File: src/rtl/note_event_sequencer_pkg.sv
// Shared definitions for the note event sequencer and its neighbours.
// Holds default sizing, the time limit, and the sequencer state encoding.
package note_event_sequencer_pkg;

    localparam int          NUM_KEYS_DEF = 8;
    localparam int          DEPTH_DEF    = 64;
    localparam int          TS_W_DEF     = 29;
    localparam int unsigned TS_MAX_DEF   = 32'd300_000_000;

    typedef enum logic [2:0] {
        ST_IDLE,
        ST_RECORD,
        ST_PLAY_FETCH,
        ST_PLAY_WAIT,
        ST_PLAY_DONE
    } seq_state_e;

endpackage

File: src/rtl/note_event_sequencer_event_mem.sv
// Simple dual-port event RAM: synchronous write, registered synchronous read.
// The read register only loads on rd_en so fetched data holds while waiting.
module event_mem #(
    parameter int DEPTH = 64,
    parameter int WIDTH = 37
) (
    input  logic                     clk,
    input  logic                     wr_en,
    input  logic [$clog2(DEPTH)-1:0] wr_addr,
    input  logic [WIDTH-1:0]         wr_data,
    input  logic                     rd_en,
    input  logic [$clog2(DEPTH)-1:0] rd_addr,
    output logic [WIDTH-1:0]         rd_data
);

    logic [WIDTH-1:0] mem_q [DEPTH];
    logic [WIDTH-1:0] rd_data_q;

    // NOTE: the array and read register have no reset so the RAM maps onto block memory.
    always_ff @(posedge clk) begin
        if (wr_en) begin
            mem_q[wr_addr] <= wr_data;
        end
        if (rd_en) begin
            rd_data_q <= mem_q[rd_addr];
        end
    end

    assign rd_data = rd_data_q;

endmodule

File: src/rtl/note_event_sequencer.sv
// Records timestamped key-state changes and replays them against the shared
// microsecond timestamp; also drives the time counter's enable and clear.
module note_event_sequencer
    import note_event_sequencer_pkg::*;
#(
    parameter int          NUM_KEYS = NUM_KEYS_DEF,
    parameter int          DEPTH    = DEPTH_DEF,
    parameter int          TS_W     = TS_W_DEF,
    parameter int unsigned TS_MAX   = TS_MAX_DEF
) (
    input  logic                     clk,
    input  logic                     resetn,
    input  logic                     start_record,
    input  logic                     start_play,
    input  logic                     stop,
    input  logic [NUM_KEYS-1:0]      key_state,
    input  logic [TS_W-1:0]          timestamp,
    output logic                     timer_enable,
    output logic                     timer_clear,
    output logic [NUM_KEYS-1:0]      play_keys,
    output logic                     busy,
    output logic                     full,
    output logic                     overflow,
    output logic [$clog2(DEPTH):0]   event_count
);

    localparam int              AW      = $clog2(DEPTH);
    localparam int              CW      = AW + 1;
    localparam int              MW      = TS_W + NUM_KEYS;
    localparam logic [TS_W-1:0] TS_LAST = TS_W'(TS_MAX);

    seq_state_e          state_q, state_d;
    logic [CW-1:0]       rd_ptr_q, rd_ptr_d;
    logic [CW-1:0]       event_count_q, event_count_d;
    logic [NUM_KEYS-1:0] prev_keys_q, prev_keys_d;
    logic [NUM_KEYS-1:0] play_keys_q, play_keys_d;
    logic                overflow_q, overflow_d;

    logic                mem_we, mem_re;
    logic [MW-1:0]       mem_rdata;
    logic [TS_W-1:0]     cur_ts;
    logic [NUM_KEYS-1:0] cur_keys;
    logic                full_w;

    // The write pointer is the event count itself; it never advances past a full memory.
    event_mem #(
        .DEPTH (DEPTH),
        .WIDTH (MW)
    ) u_event_mem (
        .clk     (clk),
        .wr_en   (mem_we),
        .wr_addr (event_count_q[AW-1:0]),
        .wr_data ({timestamp, key_state}),
        .rd_en   (mem_re),
        .rd_addr (rd_ptr_q[AW-1:0]),
        .rd_data (mem_rdata)
    );

    assign cur_keys = mem_rdata[NUM_KEYS-1:0];
    assign cur_ts   = mem_rdata[NUM_KEYS +: TS_W];
    assign full_w   = (event_count_q == CW'(DEPTH));

    always_comb begin
        // NOTE: every signal gets a default first so no path leaves one unassigned and no latch is inferred.
        state_d       = state_q;
        rd_ptr_d      = rd_ptr_q;
        event_count_d = event_count_q;
        prev_keys_d   = prev_keys_q;
        play_keys_d   = play_keys_q;
        overflow_d    = overflow_q;
        mem_we        = 1'b0;
        mem_re        = 1'b0;
        timer_enable  = 1'b0;
        timer_clear   = 1'b0;

        unique case (state_q)
            ST_IDLE: begin
                if (start_record) begin
                    state_d       = ST_RECORD;
                    timer_clear   = 1'b1;
                    event_count_d = '0;
                    overflow_d    = 1'b0;
                    prev_keys_d   = '0;
                end else if (start_play && (event_count_q != '0)) begin
                    state_d     = ST_PLAY_FETCH;
                    timer_clear = 1'b1;
                    rd_ptr_d    = '0;
                end
            end

            ST_RECORD: begin
                timer_enable = 1'b1;
                if (stop) begin
                    state_d = ST_IDLE;
                end else begin
                    if (key_state != prev_keys_q) begin
                        prev_keys_d = key_state;
                        if (full_w) begin
                            overflow_d = 1'b1;
                        end else begin
                            mem_we        = 1'b1;
                            event_count_d = event_count_q + CW'(1);
                        end
                    end
                    if (timestamp == TS_LAST) begin
                        state_d = ST_IDLE;
                    end
                end
            end

            ST_PLAY_FETCH: begin
                if (stop) begin
                    play_keys_d = '0;
                    state_d     = ST_IDLE;
                end else begin
                    timer_enable = 1'b1;
                    mem_re       = 1'b1;
                    state_d      = ST_PLAY_WAIT;
                end
            end

            ST_PLAY_WAIT: begin
                if (stop) begin
                    play_keys_d = '0;
                    state_d     = ST_IDLE;
                end else begin
                    timer_enable = 1'b1;
                    if (timestamp >= cur_ts) begin
                        play_keys_d = cur_keys;
                        rd_ptr_d    = rd_ptr_q + CW'(1);
                        state_d     = (rd_ptr_d == event_count_q) ? ST_PLAY_DONE : ST_PLAY_FETCH;
                    end
                end
            end

            ST_PLAY_DONE: begin
                play_keys_d = '0;
                state_d     = ST_IDLE;
            end

            default: begin
                state_d = ST_IDLE;
            end
        endcase
    end

    // NOTE: non-blocking assignments so every register samples pre-edge values together.
    always_ff @(posedge clk or negedge resetn) begin
        if (!resetn) begin
            state_q       <= ST_IDLE;
            rd_ptr_q      <= '0;
            event_count_q <= '0;
            prev_keys_q   <= '0;
            play_keys_q   <= '0;
            overflow_q    <= 1'b0;
        end else begin
            state_q       <= state_d;
            rd_ptr_q      <= rd_ptr_d;
            event_count_q <= event_count_d;
            prev_keys_q   <= prev_keys_d;
            play_keys_q   <= play_keys_d;
            overflow_q    <= overflow_d;
        end
    end

    assign busy        = (state_q != ST_IDLE);
    assign full        = full_w;
    assign overflow    = overflow_q;
    assign play_keys   = play_keys_q;
    assign event_count = event_count_q;

endmodule

File: config.mk
export PLATFORM = sky130hd
export DESIGN_NAME = note_event_sequencer
export DESIGN_NICKNAME = d
export VERILOG_FILES = /design/src/rtl/note_event_sequencer_pkg.sv /design/src/rtl/note_event_sequencer_event_mem.sv /design/src/rtl/note_event_sequencer.sv
export SDC_FILE = /design/constraint.sdc
export NUM_CORES = 2
export LEC_CHECK = 0
export CAP_MARGIN = 20
export CELL_PAD_IN_SITES_DETAIL_PLACEMENT = 1
export CELL_PAD_IN_SITES_GLOBAL_PLACEMENT = 1
export CORE_ASPECT_RATIO = 0.8
export CORE_MARGIN = 1
export CORE_UTILIZATION = 38
export CTS_CLUSTER_SIZE = 40
export DETAILED_ROUTE_END_ITERATION = 10
export PLACE_DENSITY = 0.57
export SLEW_MARGIN = 20
export SYNTH_ARGS = -nofsm -noshare
export SYNTH_HDL_FRONTEND = slang
export SYNTH_SLANG_ARGS = --single-unit
export TNS_END_PERCENT = 50
File: constraint.sdc
create_clock -name clk -period 12 [get_ports clk]
set_input_delay 1.8 -clock clk [delete_from_list [all_inputs] [get_ports clk]]
set_output_delay 1.8 -clock clk [all_outputs]
set_load 0.005 [all_outputs]
==> impl_metrics.toml <==
[clock_tree]
cts_buffer_depth = 4
post_cts_buffers = 0
cts_resized = 0
clk_latency_ns = 0.90
cts.sinks = 2439
clk_pin_slew_ns = 0.06
hold_buffers = 0
htree_levels = 4
numCtsBuffers = 236
clockRootBuffer = "clkbuf_16"
tritoncts = "built"

[power_and_ir_drop]
p_per_area_nw_per_um2 = 199
clkPwrFrac_pct = 34.5
seqPwrFrac_pct = 45.5
switching_share_pct = 27.2
combPwrFrac_pct = 20.1
p_sw_w = 0.00576
internal-power_w = 0.0154
peakVddDrop_uv = 325
leakagePower_nw = 31.8

[drt]
drtIter0Drc = 5769
vias = 43101
drt.antenna.violating_nets = 0
routed_via_density = 5.70
drt_pass1_iterations = 5
wirelength_um = 266000
wire_per_inst_um = 35.2
drcViolationCount = 0

[cells_and_area]
n_fill_cell = 22145
area_delta_synth_final_pct = 13.8
drive_above_1_share_pct = 31.1
fin_area_um2 = 106000
nets = 4166

[timing]
fmax_ghz = 0.175
final_hold_viol_count = 0
setup_tns_ns = 0
setup_viol = 0
period_needed_ns = 5.71
rsz0062_at_grt = "false"
timing.final.crit_share_pct = 47.6
maxSlewViolCount = 0
slew_headroom_pct = 27.5
tightest_slew_ns = 1.08
clock_skew_ns = 0.0777

[logic_synthesis]
yosysTopAreaCell = "edfxtp_1"
synth.top_cell.area_share_pct = 77.3
synth_fp_nets = 3924
synth_area_leaders = "edfxtp_1 77%, mux4_2 18%, dfrtp_1 0.91%"
ys_types = 52
synth_area_um2 = 93500
synth-seq-cells = 2439
yosysSeqAreaShare_pct = 78.2
synth_edf_count = 2405
synthFlopType = "edfxtp_1"
synth_cells = 3850
yosysWarnings = 0
post_synth.cell_area_avg_um2 = 24.3
synthArstFlopShare_pct = 1.39

[critical_path]
cp-start-kind = "primary input"
crit_chain = "buf_2 > buf_4 > xor2_1 > nor4_1 > a211oi_4 > buf_4 > nor2b_1 > nand3_1 > nor2_4 > buf_4"
cp_max_fo = 66
cpPeakStageDelay_ns = 0.82
path_buf_inv = 4
endpoint_kind = "register"
crit_arrival_ns = 6.23
crit_required_ns = 12.51
crit_path_frequent_cell = "buf_4"
crit_type = "primary input to register"
slowest_stage = "nand3_1"
cp_top_family = "simple AND/OR/NAND/NOR gates"

[place]
portBuffers = 61
gp_congestion = 0.798
dpl.hpwl_um = 157000
dpl_cell_area_um2 = 98900

[global_route]
overflow = 0
grt_pass1_vias = 43323
antenna_found_initial = 49
grt_start_max_net_pins = 112
grt_pass1_wl_um = 364000
grt_use_total_pct = 21.5

[min_path]
hold_path.class = "register to register"

[floorplanning]
initial_utilization_pct = 38.3
die-area_um2 = 248000
ioPinCount = 62
die_w_um = 556
die_y_um = 446
core_um2 = 244000
num_rows = 162

[status]
run_status = "finished, final reports clean"

[job]
maxCapViolations = 0
sequential cells by signal, indices dropped and copies added (netlist names):
register / count
event_count: 7
overflow: 1
play_keys: 8
prev_keys_q: 8
rd_ptr_q: 7
state_q: 3
u_event_mem.mem_q: 2368
u_event_mem.rd_data: 37
power groups by stage:
stage | Combinational (W) | Clock, W | Sequential, W
after floorplan | 0.00262 | 0 | 0.00971
after global placement | 0.00430 | 0 | 0.00980
after detailed placement | 0.00430 | 0 | 0.00981
after CTS | 0.00431 | 0.00744 | 0.00963
after global routing | 0.00447 | 0.00771 | 0.00964
final | 0.00425 | 0.00730 | 0.00963
placed cells by master, fill, tap and decap left out, types with 5 or more instances in the layout:
cell / count
clkdlybuf4s50_1: 23
clkinv_1: 42
diode_2: 11
and3_1: 7
clkbuf_1: 62
clkinvlp_4: 12
buf_4: 135
nor2_1: 31
edfxtp_1: 2405
a22oi_1: 74
a32o_1: 13
a22o_1: 8
nand3_1: 12
xnor2_1: 5
clkinv_2: 32
ha_1: 32
o21ai_0: 19
nor2_4: 66
clkbuf_16: 239
mux4_2: 740
nand4_1: 9
dfrtp_1: 30
clkbuf_8: 6
inv_1: 37
buf_12: 11
a21oi_1: 15
bufinv_16: 20
nand2_1: 57
buf_2: 38
xor2_1: 15
cell usage after synthesis (all sizes together), types with 8 or more instances:
cell	number
clkbuf	109
a22oi	74
nand3	16
a21oi	15
o21ai	21
nand2	57
xor2	15
a22o	8
a32o	13
ha	32
mux4	740
edfxtp	2405
dfrtp	34
nor2	97
buf	94
nand4	9
inv	37
routing by layer:
metal	global-route usage (%)	wire (um)	part of all wire, %
met5	0.545	253	0.095
met1	32.1	117000	44
met3	7.08	28400	11
met2	29.8	113000	43
met4	5.86	7490	2.8
stage by stage:
| step | power [W] | cells | hold WS, ns | utilization, % | setup slack (ns) |
|---|---|---|---|---|---|
| final | 0.0212 | 7567 | 0.502 | 43.6 | 6.29 |
| after global routing | 0.0218 | 7557 | 0.517 | 43.6 | 6.14 |
| after CTS | 0.0214 | 7556 | 0.500 | 43.6 | 6.41 |
| after detailed placement | 0.0141 | 7134 | 0.488 | 40.5 | 5.49 |
| after global placement | 0.0141 | 7133 | 0.475 | 40.5 | 5.48 |
| after floorplan | 0.0123 | 3850 | 0.469 | - | 6.89 |
logic make-up (layout without fill, tap and decap cells):
kind of cell / Yosys count / in the layout / synth area share (%)
fa+ha+maj: 32 / 32 / 0.428
flops: 2439 / 2439 / 78.2
buf+inv: 240 / 666 / 1.08
simple gates: 229 / 229 / 1.12
other cells: 0 / 11 / 0
compound gates: 149 / 149 / 1.16
mux: 741 / 741 / 17.8
xor+xnor: 20 / 20 / 0.187
area by class of cell:
class	count	area [um2]	share of cell area (%)
clock buffers	307	6300	5.92
clock inverters	115	1130	1.06
well taps	3280	4100	3.86
flip-flops and latches	2439	73100	68.7
diodes	11	27.5	0.0259
inverters	37	139	0.131
multi-input cells	1171	19900	18.7
repair buffers	207	1650	1.55
final timing paths:
kind	from	end	slack (ns)	depth (start not counted)
hold / removal	u_event_mem.rd_data[3]$_DFFE_PP_	play_keys[3]$_DFFE_PN0P_	0.50	1
hold reg to reg	u_event_mem.rd_data[3]$_DFFE_PP_	play_keys[3]$_DFFE_PN0P_	0.50	1
setup / recovery	key_state[5]	u_event_mem.mem_q[4][9]$_DFFE_PP_	6.29	10
max in group asynchronous	resetn	rd_ptr_q[1]$_DFFE_PN0P_	10.27	1
min in group asynchronous	resetn	rd_ptr_q[0]$_DFFE_PN0P_	1.04	1
setup reg to reg	rd_ptr_q[0]$_DFFE_PN0P_	u_event_mem.rd_data[35]$_DFFE_PP_	6.92	6
Power figures use the tool's default switching activity.
